--- src/rtl/teclado_cajero.sv ---
// teclado_cajero
// ATM keypad front-end. It turns raw key strobes from the keypad scanner
// into PIN-digit pulses, or into a decimal amount that is accumulated
// into a binary word and committed on ENTER.
//
// Optional feature macro: TECLADO_TIMEOUT_EN
//   defined   -> an abandoned partial amount is discarded after
//                TIMEOUT_CICLOS idle cycles, and tiempo_agotado pulses.
//   undefined -> no idle counter is built, tiempo_agotado is tied to 0,
//                and a partial amount persists indefinitely.
//
// Parameters:
//   MONTO_W        width of the amount word
//   MAX_DIGITOS    maximum decimal digits accepted per amount
//   TIMEOUT_CICLOS idle cycles before a partial amount is dropped
//
// Ports:
//   clk            rising-edge clock
//   reset          synchronous, active-low reset
//   tecla          key code: 0-9 digit, A = ENTER, B = BORRAR, C-F ignored
//   tecla_stb      one-cycle pulse marking tecla as valid
//   modo_monto     0 = PIN mode, 1 = amount mode
//   digito         last PIN digit emitted
//   digito_stb     one-cycle pulse marking digito as valid
//   monto          last committed amount; held until the next commit
//   monto_stb      one-cycle commit pulse
//   desborde       one-cycle pulse when an amount digit is rejected
//   tiempo_agotado one-cycle pulse when a partial amount times out
module teclado_cajero #(
  parameter int MONTO_W        = 32,
  parameter int MAX_DIGITOS    = 10,
  parameter int TIMEOUT_CICLOS = 1000
) (
  input  logic               clk,
  input  logic               reset,
  input  logic [3:0]         tecla,
  input  logic               tecla_stb,
  input  logic               modo_monto,
  output logic [3:0]         digito,
  output logic               digito_stb,
  output logic [MONTO_W-1:0] monto,
  output logic               monto_stb,
  output logic               desborde,
  output logic               tiempo_agotado
);

  localparam int CUENTA_W = $clog2(MAX_DIGITOS + 1);
  localparam int EXT_W    = MONTO_W + 4;

  localparam logic [3:0]          TECLA_ENTER  = 4'hA;
  localparam logic [3:0]          TECLA_BORRAR = 4'hB;
  localparam logic [CUENTA_W-1:0] CUENTA_MAX   = CUENTA_W'(MAX_DIGITOS);

  typedef enum logic [1:0] {
    ESPERA,
    ACUMULANDO,
    ENTREGA
  } estado_t;

  estado_t             estado, estado_n;
  logic [MONTO_W-1:0]  acc, acc_n;
  logic [CUENTA_W-1:0] cuenta, cuenta_n;
  logic [3:0]          digito_n;
  logic                digito_stb_n;
  logic [MONTO_W-1:0]  monto_n;
  logic                monto_stb_n;
  logic                desborde_n;

  logic                es_digito;
  logic [EXT_W-1:0]    acc_ext;
  logic [EXT_W-1:0]    nuevo;
  logic                cabe;

  // acc*10 + key, computed four bits wider than the amount word so that
  // an overflowing value shows up as nonzero bits above MONTO_W.
  always_comb begin
    acc_ext   = {4'b0000, acc};
    nuevo     = (acc_ext << 3) + (acc_ext << 1) + EXT_W'(tecla);
    es_digito = (tecla <= 4'd9);
    cabe      = (cuenta < CUENTA_MAX) && (nuevo[EXT_W-1:MONTO_W] == 4'b0000);
  end

`ifdef TECLADO_TIMEOUT_EN
  localparam int IDLE_W = $clog2(TIMEOUT_CICLOS + 1);
  localparam logic [IDLE_W-1:0] IDLE_ULTIMO = IDLE_W'(TIMEOUT_CICLOS - 1);

  logic [IDLE_W-1:0] idle_cnt, idle_cnt_n;
  logic              tiempo_agotado_n;
`endif

  // Next-state and next-output logic. Later assignments take priority:
  // mode-leave discard and timeout are evaluated first, then the key
  // strobed this cycle, so a live key always wins over an idle timeout.
  always_comb begin
    estado_n     = estado;
    acc_n        = acc;
    cuenta_n     = cuenta;
    digito_n     = digito;
    digito_stb_n = 1'b0;
    monto_n      = monto;
    monto_stb_n  = 1'b0;
    desborde_n   = 1'b0;
`ifdef TECLADO_TIMEOUT_EN
    idle_cnt_n       = '0;
    tiempo_agotado_n = 1'b0;
`endif

    // The accumulator was already cleared on the way into ENTREGA, so a
    // key arriving now sees an empty amount, exactly as in ESPERA.
    if (estado == ENTREGA) begin
      estado_n = ESPERA;
    end

    // ACUMULANDO is only reachable with modo_monto high, so seeing it low
    // here means the caller has just switched back to PIN mode.
    if (estado == ACUMULANDO && !modo_monto) begin
      acc_n    = '0;
      cuenta_n = '0;
      estado_n = ESPERA;
    end

`ifdef TECLADO_TIMEOUT_EN
    if (estado == ACUMULANDO && modo_monto && !tecla_stb) begin
      if (idle_cnt == IDLE_ULTIMO) begin
        acc_n            = '0;
        cuenta_n         = '0;
        estado_n         = ESPERA;
        tiempo_agotado_n = 1'b1;
      end else begin
        idle_cnt_n = idle_cnt + IDLE_W'(1);
      end
    end
`endif

    if (tecla_stb) begin
      if (!modo_monto) begin
        if (es_digito) begin
          digito_n     = tecla;
          digito_stb_n = 1'b1;
        end
      end else if (es_digito) begin
        if (cabe) begin
          acc_n    = nuevo[MONTO_W-1:0];
          cuenta_n = cuenta + CUENTA_W'(1);
          estado_n = ACUMULANDO;
        end else begin
          desborde_n = 1'b1;
        end
      end else if (tecla == TECLA_ENTER) begin
        if (estado == ACUMULANDO) begin
          monto_n     = acc;
          monto_stb_n = 1'b1;
          acc_n       = '0;
          cuenta_n    = '0;
          estado_n    = ENTREGA;
        end
      end else if (tecla == TECLA_BORRAR) begin
        acc_n    = '0;
        cuenta_n = '0;
        estado_n = ESPERA;
      end
    end
  end

  // State register and registered outputs.
  always_ff @(posedge clk) begin
    if (!reset) begin
      estado     <= ESPERA;
      acc        <= '0;
      cuenta     <= '0;
      digito     <= '0;
      digito_stb <= 1'b0;
      monto      <= '0;
      monto_stb  <= 1'b0;
      desborde   <= 1'b0;
    end else begin
      estado     <= estado_n;
      acc        <= acc_n;
      cuenta     <= cuenta_n;
      digito     <= digito_n;
      digito_stb <= digito_stb_n;
      monto      <= monto_n;
      monto_stb  <= monto_stb_n;
      desborde   <= desborde_n;
    end
  end

`ifdef TECLADO_TIMEOUT_EN
  // Idle counter and timeout pulse; the counter only advances in
  // ACUMULANDO and is forced back to zero everywhere else.
  always_ff @(posedge clk) begin
    if (!reset) begin
      idle_cnt       <= '0;
      tiempo_agotado <= 1'b0;
    end else begin
      idle_cnt       <= idle_cnt_n;
      tiempo_agotado <= tiempo_agotado_n;
    end
  end
`else
  assign tiempo_agotado = 1'b0;
`endif

endmodule
--- config.mk ---
export PLATFORM = sky130hd
export DESIGN_NAME = teclado_cajero
export DESIGN_NICKNAME = d
export VERILOG_FILES = /design/src/rtl/teclado_cajero.sv
export SDC_FILE = /design/constraint.sdc
export NUM_CORES = 1
export LEC_CHECK = 0
export ABC_AREA = 1
export CAP_MARGIN = 5
export CORE_ASPECT_RATIO = 0.8
export CORE_UTILIZATION = 60
export DETAILED_ROUTE_END_ITERATION = 12
export GPL_ROUTABILITY_DRIVEN = 0
export PLACE_DENSITY = 0.82
export SYNTH_ARGS = -nofsm -noshare
export SYNTH_HDL_FRONTEND = slang
export SYNTH_SLANG_ARGS = --single-unit
--- constraint.sdc ---
create_clock -name clk -period 9 [get_ports clk]
set_input_delay 1.35 -clock clk [delete_from_list [all_inputs] [get_ports clk]]
set_output_delay 1.35 -clock clk [all_outputs]
set_load 0.02 [all_outputs]
=== Word level (Yosys, flattened, before mapping) ===
Index checks and enable logic that the tools add are counted.

* Add/sub/neg operators: 3
* Order comparisons: 2
* Equal/unequal tests: 4
* Muxes and demuxes: 28
* Bitwise operators: 5
* Reductions and logical operators: 9

{| class="wikitable"
|+ Operators by type and width
! kind !! number
|-
| two-way mux 32 bit || 8
|-
| adder 35 x 33 -> 36 bit || 1
|-
| adder 36 x 4 -> 36 bit || 1
|-
| two-way mux 4 bit || 8
|-
| two-way mux 2 bit || 9
|-
| == test 4 bit, second input constant || 2
|-
| NOT 1 bit || 5
|-
| AND reduction 5 bit || 1
|-
| OR reduction 5 bit || 1
|-
| adder 4 x 1 -> 4 bit, second input constant || 1
|-
| less-or-equal comparator 4 bit, second input constant || 1
|-
| logical NOT 4 bit || 1
|-
| less-than comparator 4 bit, second input constant || 1
|-
| AND reduction 4 bit || 1
|-
| two-way mux 1 bit || 3
|-
| AND reduction 3 bit || 1
|-
| OR reduction 3 bit || 1
|-
| == test 2 x 1 -> 1 bit, second input constant || 1
|-
| == test 2 bit, second input constant || 1
|-
| logical AND 1 bit || 2
|-
| logical NOT 1 bit || 1
|}

* Register bits: 77
* Input port bits: 8
* Output and inout bits: 40
* Word-level logic and storage cells: 59

=== Depth between registers and ports, before layout ===
Gate-level depths: netlist of run 1.

* Depth after elaboration: 8
* Mapped depth: 23
* Mapped depth without buffers: 22

=== Worst setup path after synthesis of run 1 ===
No wires, ideal clock.

* Path kind: input-to-reg
* Start point: in tecla[3]
* End point: reg acc[27]
* Setup time: 0.070 ns
* Data arrival time: 3.749 ns
* Required time: 8.930 ns
* Slack: 5.181 ns
* Cell stages on the path: 20
* Buffers on the path: 2
* Cells stage by stage: inv_2 -> fa_1 -> fa_1 -> inv_1 -> nand3_1 -> nand2_1 -> nand2_1 -> nand2_1 -> nand2_1 -> nand2_2 -> nand2_1 -> nand3_1 -> nand2_1 -> nor2_4 -> nand2_2 -> buf_6 -> buf_6 -> nand2_1 -> nand3_1 -> a21oi_1

* Word-level cells in the longest chain between the ends: 7
* Elaborated cells between the ends (all ways): 12
* Classes of those cells: add/sub: 1; order compare: 1; eq/ne: 2; mux: 6; reduce/logical: 2

{| class="wikitable"
|+ RTL lines
! element !! RTL line !! source
|-
| from (decl) || 36 || <nowiki>input logic [3:0] tecla,</nowiki>
|-
| adder 36 x 4 -> 36 bit || 78 || <nowiki>nuevo = (acc_ext << 3) + (acc_ext << 1) + EXT_W'(tecla);</nowiki>
|-
| logical NOT 4 bit || 80 || <nowiki>cabe = (cuenta < CUENTA_MAX) && (nuevo[EXT_W-1:MONTO_W] == 4'b0000);</nowiki>
|-
| logical AND 1 bit || 80 ||
|-
| two-way mux 32 bit || 142 || <nowiki>if (cabe) begin</nowiki>
|-
| two-way mux 32 bit * || 141 || <nowiki>end else if (es_digito) begin</nowiki>
|-
| two-way mux 32 bit * || 136 || <nowiki>if (!modo_monto) begin</nowiki>
|-
| two-way mux 32 bit * || 135 || <nowiki>if (tecla_stb) begin</nowiki>
|-
| to (signal assigned) || 178 || <nowiki>acc <= acc_n;</nowiki>
|-
| to (decl) || 61 || <nowiki>logic [MONTO_W-1:0] acc, acc_n;</nowiki>
|}

Mark *: on every way between the ends. The rest lies on a longest branch, timed or not.
A chain may end at the register's enable or synchronous reset.

=== Worst setup path after layout of run 1 ===
* Start point: in tecla[3]
* End point: reg acc[28]

Same word-level chain as after synthesis.

==> metrics, run 1 <==
Max Transition Viols Final 0; post-synthesis simple-gate area fraction 0.277; Die Span Y 94.2 um; crit-path most repeated cell nand2_1; number of flops mapped to enable cells by yosys 0; layout cells sized above 1 0.0452; post-route cell area 7150 um^2; maxcap violations 0; H-tree depth 3; Post-Route Setup TNS 0 ns; register bit count reported by yosys 77; cell family with most CP delay simple AND/OR/NAND/NOR gates; Mapped Area 6370 um^2; vias per cell 5.57; largest net degree at the start of global routing 72; CTS tree done; Syn Inst Count 1,017; n_diodes 0; Remaining DRCs 0; Netlist cell types 37; Synth Area in XOR/XNOR 0.0357; WL final 17.2 mm; Rows 33; Area Growth Syn to Fin 12.1%; final worst slack 3.65 ns; Tcrit/Tclk final 0.595; dpl cell area 6830 um^2; Slew @ Worst Pin 1.16 ns; CTS Hold Buffers Added 0; remaining antenna violation count after routing 0; Synth Area in Adders 0.132; worst vdd ir 0.0868 mV; clock sinks 77; internal reg-to-reg setup slack 4.76 ns; ys async rst share 0; share of the synthesized area in compound gates (AO/OA/AOI/OAI) 0.187; CTS Buffer Depth 2; router iterations before antenna repair 5; first-pass GRT wire length 28.1 mm; nets 1,109; CP Data Required Time 9.22 ns; gr usage total 0.325; P per Cell Area 143 nW/um^2; initial core utilization 0.620; Setup WS pre-CTS 3.40 ns; Seq/Total Area, Yosys 0.242; crit path buf inv count 4; mux cell area share after synthesis 0; final hold vios 0; Final min period 5.35 ns; leading cell type in the layout, fill and taps excluded nand2_1; Hold WC Path Type reg -> reg; Worst Setup Path Type in -> reg; crit end category flip-flop; Ys Warns 0; CP max-delay cell nand2_2; final setup vio count 0; Worst Skew 0.00598 ns; vias 6,568; vias in the first global route 5,686; Root Buffer clkbuf_16; RSZ-0062 raised after global routing false; status complete, no violations; critical path fanouts, max 38; global route overflow 0; combinational family with the most area after synthesis simple AND/OR/NAND/NOR gates; core area 10,300 um^2; Die X 117 um; crit-path cells clkdlybuf4s50_1 > inv_2 > fa_1 > fa_1 > inv_1 > nand3_1 > nand2_1 > nand2_1 > nand2_1 > nand2_1 > nand2_2 > nand2_1 > nand3_1 > nand2_1 > nor2_4 > nand2_2 > inv_2 > nand2_1 > o21ai_1 > nand2_1; initial antenna violation count 0; Syn Nets 1,091; Skew-Pair Late Insertion Delay 0.33 ns; Leak 3.70 nW; largest stage delay on the critical path 0.67 ns; Post CTS Setup Buffer Count 0; Clk pin slew, worst setup/hold paths 0.06 ns; number of CTS-inserted buffers 9; fmax 0.187 GHz; routed wire length per instance 14.6 um; Avg Cell Area, Syn 6.27 um^2; DIE AREA 11,000 um^2; Iter 0 DRT Violations 809; Most used DFF post-synth dfxtp_1; Resized cells post-CTS 0; Slew Limit Headroom 0.226; Post-DP HPWL 12.7 mm; # IOs 48; crit path DAT 5.57 ns; Setup crit start kind primary input; most frequent cells in the layout nand2_1, inv_1, a21oi_1; PortBufs 46
==> cell usage after synthesis, types with 2 or more instances <==
| master | n | share of area |
|---|---|---|
| nand2_1 | 256 | 0.15 |
| inv_1 | 147 | 0.087 |
| a21oi_1 | 140 | 0.11 |
| nand3_1 | 84 | 0.066 |
| dfxtp_1 | 77 | 0.24 |
| ha_1 | 64 | 0.13 |
| o21ai_0 | 54 | 0.042 |
| nor2_1 | 38 | 0.022 |
| clkbuf_1 | 22 | 0.013 |
| o21ai_1 | 22 | 0.017 |
| buf_2 | 15 | 0.012 |
| xnor2_1 | 15 | 0.021 |
| inv_2 | 13 | 0.0077 |
| xor2_1 | 11 | 0.015 |
| nor3_1 | 10 | 0.0079 |
| o21bai_1 | 7 | 0.0082 |
| nand3b_1 | 6 | 0.0071 |
| nand2_2 | 5 | 0.0049 |
| buf_6 | 3 | 0.0053 |
| nand4_1 | 3 | 0.0029 |
| a21oi_2 | 2 | 0.0027 |
| a31oi_1 | 2 | 0.0020 |
| fa_1 | 2 | 0.0063 |
| nand3_2 | 2 | 0.0031 |
| nor2_4 | 2 | 0.0035 |
| nor3b_1 | 2 | 0.0024 |
| nor4_1 | 2 | 0.0020 |
| or2_2 | 2 | 0.0020 |
==> final timing paths <==
path	start	to	depth (start not counted)
worst min-delay path	monto[23]	monto[23]	2
worst max register to register	acc[2]	acc[28]	19
worst max-delay path	tecla[3]	acc[28]	20
worst min register to register	monto[23]	monto[23]	2
==> kinds of logic (layout without fill, tap and decap cells) <==
kind of cell,Yosys count,count (layout)
AND/OR/NAND/NOR,414,414
AO/OA/AOI/OAI,231,231
buffers and inverters,202,224
flip-flops,77,77
adder cells (fa/ha/maj),66,66
XOR/XNOR,26,26
other,1,1
==> layout make-up <==
cell class                 count  area [um^2]
multi-input combinational    738         4030
fill                         928         3130
sequential                    77         1540
inverter                     160          601
timing repair buffer          49          478
clock buffer                  10          239
tap                          140          175
clock inverter                 5         83.8
==> metal layers <==
| metal | global-route usage | vias up | wire, um |
|---|---|---|---|
| met2 | 0.449 | 348 | 6570 |
| li1 | - | 3332 | - |
| met1 | 0.523 | 2871 | 8610 |
| met3 | 0.0432 | 17 | 1890 |
| met5 | 0 | - | 0 |
| met4 | 0.0559 | 0 | 144 |
==> flip-flops by register name (all words and copies together) (netlist names) <==
signal,flops
desborde,1
digito,4
monto_stb,1
digito_stb,1
monto,32
cuenta,4
estado,2
acc,32
==> tightest hold or removal path: stages (launching register included) <==
cell and delay, ns:
dfxtp_1 0.30, inv_1 0.05, a21oi_1 0.05
==> power breakdown <==
part,total [mW],internal [mW],switching (mW)
registers,0.375,0.354,0.0204
clock network,0.390,0.250,0.140
logic,0.260,0.0906,0.169
total,1.02,0.694,0.330
==> stage by stage <==
stage | std cells | hold WS [ns] | utilization | power, mW
finish | 1179 | 0.442 | 0.695 | 1.02
floorplan | 1017 | 0.490 | - | 0.572
global route | 1179 | 0.467 | 0.695 | 1.07
global placement | 1164 | 0.431 | 0.664 | 0.628
CTS | 1179 | 0.444 | 0.695 | 1.02
detailed placement | 1164 | 0.435 | 0.664 | 0.633
(Power assumes the default switching activity.)
==> inputs of run 2 (changes only) <==
- clock period: 9 -> 5 ns (I/O delays scaled with it)
==> run 2 against run 1 <==
Effect of this change: clock skew is 0.0016 ns lower; die area stayed put; highest routed layer unchanged; first-iteration DRC count is 9.0% higher; clock-buffer cell count stayed put; largest power group is now sequential cells.
==> metrics, run 2 (synthesized netlist as in run 1, its figures left out) <==
Leak 3.72 nW (+0.48%); Remaining DRCs 0 (unchanged); vias per cell 5.55 (-0.41%); global route overflow 0 (unchanged); n_diodes 0 (unchanged); # IOs 48 (unchanged); met1 WL 8.32 mm (-3.4%); crit path buf inv count 4 (unchanged); CTS Buffer Depth 2 (unchanged); RSZ-0062 raised after global routing false; Final Power 1.80 mW (+76%); Post CTS Setup Buffer Count 0 (unchanged); filler cell count 891 (-4.0%); Root Buffer clkbuf_16; DIE AREA 11,000 um^2 (unchanged); met2 wire length 6.75 mm (+2.6%); Final min period 3.92 ns; CP Data Required Time 5.26 ns (-3.96 ns); initial core utilization 0.620 (unchanged); multi-input logic area 4030 um^2 (unchanged); Resized cells post-CTS 0 (unchanged); Slew Limit Headroom 0.223 (-0.00287); Setup crit start kind primary input; Worst Skew 0.00440 ns (-0.00158 ns); number of CTS-inserted buffers 9 (unchanged); final hold vios 0 (unchanged); Worst Setup Path Type in -> reg; layout cells sized above 1 0.0516 (+0.00639); Tcrit/Tclk final 0.785; CP max-delay cell fa_1; largest net degree at the start of global routing 72 (unchanged); cell family with most CP delay simple AND/OR/NAND/NOR gates; crit path DAT 4.18 ns (-1.39 ns); fmax 0.255 GHz; Skew-Pair Late Insertion Delay 0.34 ns (about the same); gr usage total 0.325 (about the same); Area Growth Syn to Fin 12.6%; Clk pin slew, worst setup/hold paths 0.06 ns (about the same); critical path fanouts, max 21 (-45%); WL final 17.1 mm (-0.87%); Max Transition Viols Final 0 (unchanged); nets 1,115 (+0.54%); Top Registers acc x32, monto x32; Die X 117 um (unchanged); worst vdd ir 0.151 mV (+74%); Post-Route Setup TNS 0 ns (unchanged); routed wire length per instance 14.4 um (-1.5%); most frequent cells in the layout nand2_1, inv_1, a21oi_1; Hold WC Path Type reg -> reg; maxcap violations 0 (unchanged); first-pass GRT wire length 28.1 mm (about the same); P per Cell Area 251 nW/um^2 (+75%); Final Core Density 0.698 (+0.00304); remaining antenna violation count after routing 0 (unchanged); Slew @ Worst Pin 1.16 ns (+0.00430 ns); core area 10,300 um^2 (unchanged); Iter 0 DRT Violations 882 (+9.0%); crit end category flip-flop; router iterations before antenna repair 6 (+1); final setup vio count 0 (unchanged); DR WL met3 1.78 mm (-5.8%); crit-path most repeated cell nand2_1; CTS tree done; H-tree depth 3 (unchanged); leading cell type in the layout, fill and taps excluded nand2_1; initial antenna violation count 0 (unchanged); crit-path cells clkdlybuf4s50_1 > inv_2 > fa_1 > fa_1 > inv_1 > nand3_1 > nand2_1 > nand2_1 > nand2_1 > nand2_1 > nand2_2 > nand2_1 > nand3_1 > nand2_1 > nor2_4 > nand2_2 > buf_4 > nand2_1 > nand3_1 > a21oi_1; vias 6,580 (+0.18%); register area 1540 um^2 (unchanged); largest stage delay on the critical path 0.53 ns (-0.14 ns); clock sinks 77 (unchanged); PortBufs 46 (unchanged); hold slack 0.443 ns (+0.000556 ns); CTS Hold Buffers Added 0 (unchanged); vias in the first global route 5,629 (-1.0%); highest metal used met4; Die Span Y 94.2 um (unchanged); status complete, no violations; Post-DP HPWL 12.3 mm (-2.8%); Rows 33 (unchanged)
==> run 2: layout make-up <==
type	count	share of cell area
clock buffer	10	0.0333
clock inverter	6	0.00976
inverter	160	0.0836
multi-input combinational	738	0.561
sequential	77	0.215
tap	140	0.0244
timing repair buffer	55	0.0728
==> run 2: worst min-delay path, stage by stage, from the launching register on <==
cell and delay, ns:
dfxtp_1 0.31, inv_1 0.04, a21oi_1 0.05
==> run 2: power breakdown <==
part / leakage, nW / switching, mW / internal (mW) / total [mW]
logic: 2.95 / 0.298 / 0.167 / 0.465
registers: 0.627 / 0.0355 / 0.637 / 0.673
clock network: 0.141 / 0.264 / 0.402 / 0.666
==> run 2: per-layer routing <==
layer  global-route usage  up-vias
li1                     -     3349
met1                0.510     2886
met5                    0        -
met4               0.0749        0
met3               0.0458       23
met2                0.453      322
==> run 2: stage by stage <==
| step | cell area [um^2] | instances | setup WS (ns) |
|---|---|---|---|
| 6_report | 7180 | 1186 | 1.08 |
| 5_1_grt | 7180 | 1186 | 0.792 |
| 4_1_cts | 7180 | 1186 | 1.12 |
| 3_5_place_dp | 6870 | 1170 | 0.794 |
| 3_3_place_gp | 6870 | 1170 | 0.848 |
| 2_1_floorplan | 6370 | 1017 | 1.78 |
==> run 2: final timing paths <==
| check | end | start | cells after the start | slack, ns |
|---|---|---|---|---|
| worst min-delay path | monto[28] | monto[28] | 2 | 0.44 |
| worst max-delay path | acc[27] | tecla[3] | 20 | 1.08 |
| worst max register to register | acc[27] | acc[2] | 19 | 1.58 |
| worst min register to register | monto[28] | monto[28] | 2 | 0.44 |
==> inputs of run 3 (changes only) <==
- clock period: 5 -> 4.1 ns (I/O delays scaled with it)
==> run 3 against run 2 <==
Effect of this change: design area increased by 0.92%; register-to-register slack got worse by 0.70 ns; worst hold slack about the same; clock power increased by 29%; total power increased by 25%; critical path type unchanged.
==> metrics, run 3 (synthesized netlist as in run 1, its figures left out) <==
Levels on crit path 21 (+5.0%); crit path buf inv count 5 (+1); global route overflow 0 (unchanged); core area 10,300 um^2 (unchanged); Slew Limit Headroom 0.346 (+0.124); routed wire length per instance 14.6 um (+1.5%); Post-DP HPWL 12.5 mm (+1.8%); PortBufs 46 (unchanged); Rows 33 (unchanged); # IOs 48 (unchanged); Die X 117 um (unchanged); Skew-Pair Late Insertion Delay 0.33 ns (about the same); Hold WC Path Type reg -> reg; crit-path most repeated cell nand2_1; fmax 0.280 GHz; CP max-delay cell fa_1; leading cell type in the layout, fill and taps excluded nand2_1; filler cell count 882 (-1.0%); Max Transition Viols Final 0 (unchanged); Post CTS Setup Buffer Count 0 (unchanged); CTS Hold Buffers Added 0 (unchanged); P_int 1.54 mW (+28%); cell family with most CP delay simple AND/OR/NAND/NOR gates; initial antenna violation count 0 (unchanged); Psw 0.723 mW (+21%); Die Span Y 94.2 um (unchanged); WL final 17.3 mm (+1.6%); clock sinks 77 (unchanged); crit path DAT 3.80 ns (-0.38 ns); sw frac 0.319 (-0.0119); status complete, no violations; Worst Setup Path Type in -> reg; critical path fanouts, max 38 (+81%); vias in the first global route 5,907 (+4.9%); Slew @ Worst Pin 0.979 ns (-0.185 ns); CTS tree done; Leak 3.76 nW (+0.94%); H-tree depth 3 (unchanged); Root Buffer clkbuf_16; n_diodes 0 (unchanged); largest stage delay on the critical path 0.53 ns (about the same); CTS Buffer Depth 2 (unchanged); Setup crit start kind primary input; Remaining DRCs 0 (unchanged); final hold vios 0 (unchanged); clock share of power 0.380 (+0.011); router iterations before antenna repair 6 (unchanged); layout cells sized above 1 0.0525 (+0.000906); Final min period 3.58 ns; worst vdd ir 0.181 mV (+20%); Worst Skew 0.00722 ns (+0.00282 ns); number of CTS-inserted buffers 9 (unchanged); post-route cell area 7250 um^2 (+0.92%); first-pass GRT wire length 28.6 mm (+1.6%); maxcap violations 0 (unchanged); Resized cells post-CTS 0 (unchanged); worst reg-to-reg path cell count 20 (+1); DIE AREA 11,000 um^2 (unchanged); vias 6,584 (+0.061%); most frequent cells in the layout nand2_1, inv_1, a21oi_1; Setup WS pre-CTS 0.217 ns (-0.578 ns); RSZ-0062 raised after global routing false; P per Cell Area 312 nW/um^2 (+24%); Iter 0 DRT Violations 881 (-0.11%); Logic pwr share 0.257 (about the same); Area Growth Syn to Fin 13.7%; Post-Route Setup TNS 0 ns (unchanged); crit end category flip-flop; CP Data Required Time 4.32 ns (-0.94 ns); largest net degree at the start of global routing 71 (-1.4%); Top Registers acc x32, monto x32; nets 1,117 (+0.18%); hold slack 0.443 ns (+0.000398 ns); Final Core Density 0.705 (+0.00645); initial core utilization 0.620 (unchanged); final worst slack 0.525 ns (-0.552 ns); final setup vio count 0 (unchanged); Clk pin slew, worst setup/hold paths 0.06 ns (about the same); dpl cell area 6920 um^2 (+0.76%); gr usage total 0.329 (+0.00453); Hold Path Cell Cnt 2 (unchanged); remaining antenna violation count after routing 0 (unchanged); vias per cell 5.55 (about the same); Tcrit/Tclk final 0.872; crit-path cells clkdlybuf4s50_1 > inv_2 > fa_1 > fa_1 > inv_1 > nand3_1 > nand2_1 > nand2_1 > nand2_1 > nand2_1 > nand2_2 > nand2_1 > nand3_1 > nand2_1 > nor2_4 > nand2_2 > buf_12 > inv_2 > nand2_1 > o21ai_1 > nand2_1; sequential share of power 0.362 (-0.011)
run 3: per-stage QoR:
step	total power [mW]	instances
CTS	2.25	1187
finish	2.26	1187
floorplan	1.26	1017
global route	2.37	1187
global placement	1.39	1172
detailed placement	1.40	1172
run 3: metal layers:
layer | up-vias | global-route usage | share of wire
met5 | - | 0 | 0
met4 | 0 | 0.0749 | 0.0082
met3 | 11 | 0.0600 | 0.10
met2 | 318 | 0.484 | 0.41
met1 | 2899 | 0.490 | 0.48
li1 | 3356 | - | -
run 3: cell type report:
class | instances | area [um^2] | area share
Sequential cell | 77 | 1540 | 0.213
Multi-Input combinational cell | 738 | 4030 | 0.556
Timing Repair Buffer | 57 | 576 | 0.0794
Inverter | 160 | 601 | 0.0829
Clock buffer | 10 | 239 | 0.0330
Tap cell | 140 | 175 | 0.0242
Clock inverter | 5 | 83.8 | 0.0116
run 3: path summary, 6_finish.rpt:
path | startpoint | endpoint | slack [ns]
worst max-delay path | tecla[3] | acc[28] | 0.52
worst max register to register | acc[0] | acc[28] | 0.88
worst min-delay path | monto[28] | monto[28] | 0.44
worst min register to register | monto[28] | monto[28] | 0.44
run 3: power groups by stage:
stage                     Clock, mW  Sequential [mW]  Combinational (mW)
after floorplan                   0            0.820               0.436
after global placement            0            0.834               0.552
after detailed placement          0            0.834               0.565
after CTS                     0.860            0.818               0.570
after global routing          0.897            0.822               0.651
final                         0.860            0.820               0.582
run 3: worst register-to-register path, delay by kind of cell (launching register included):
kind	cells	cell delay, ns
AO/OA/AOI/OAI	1	0.12
adder cells (fa/ha/maj)	2	0.99
buffers and inverters	4	0.48
flip-flops	1	0.41
AND/OR/NAND/NOR	13	1.12
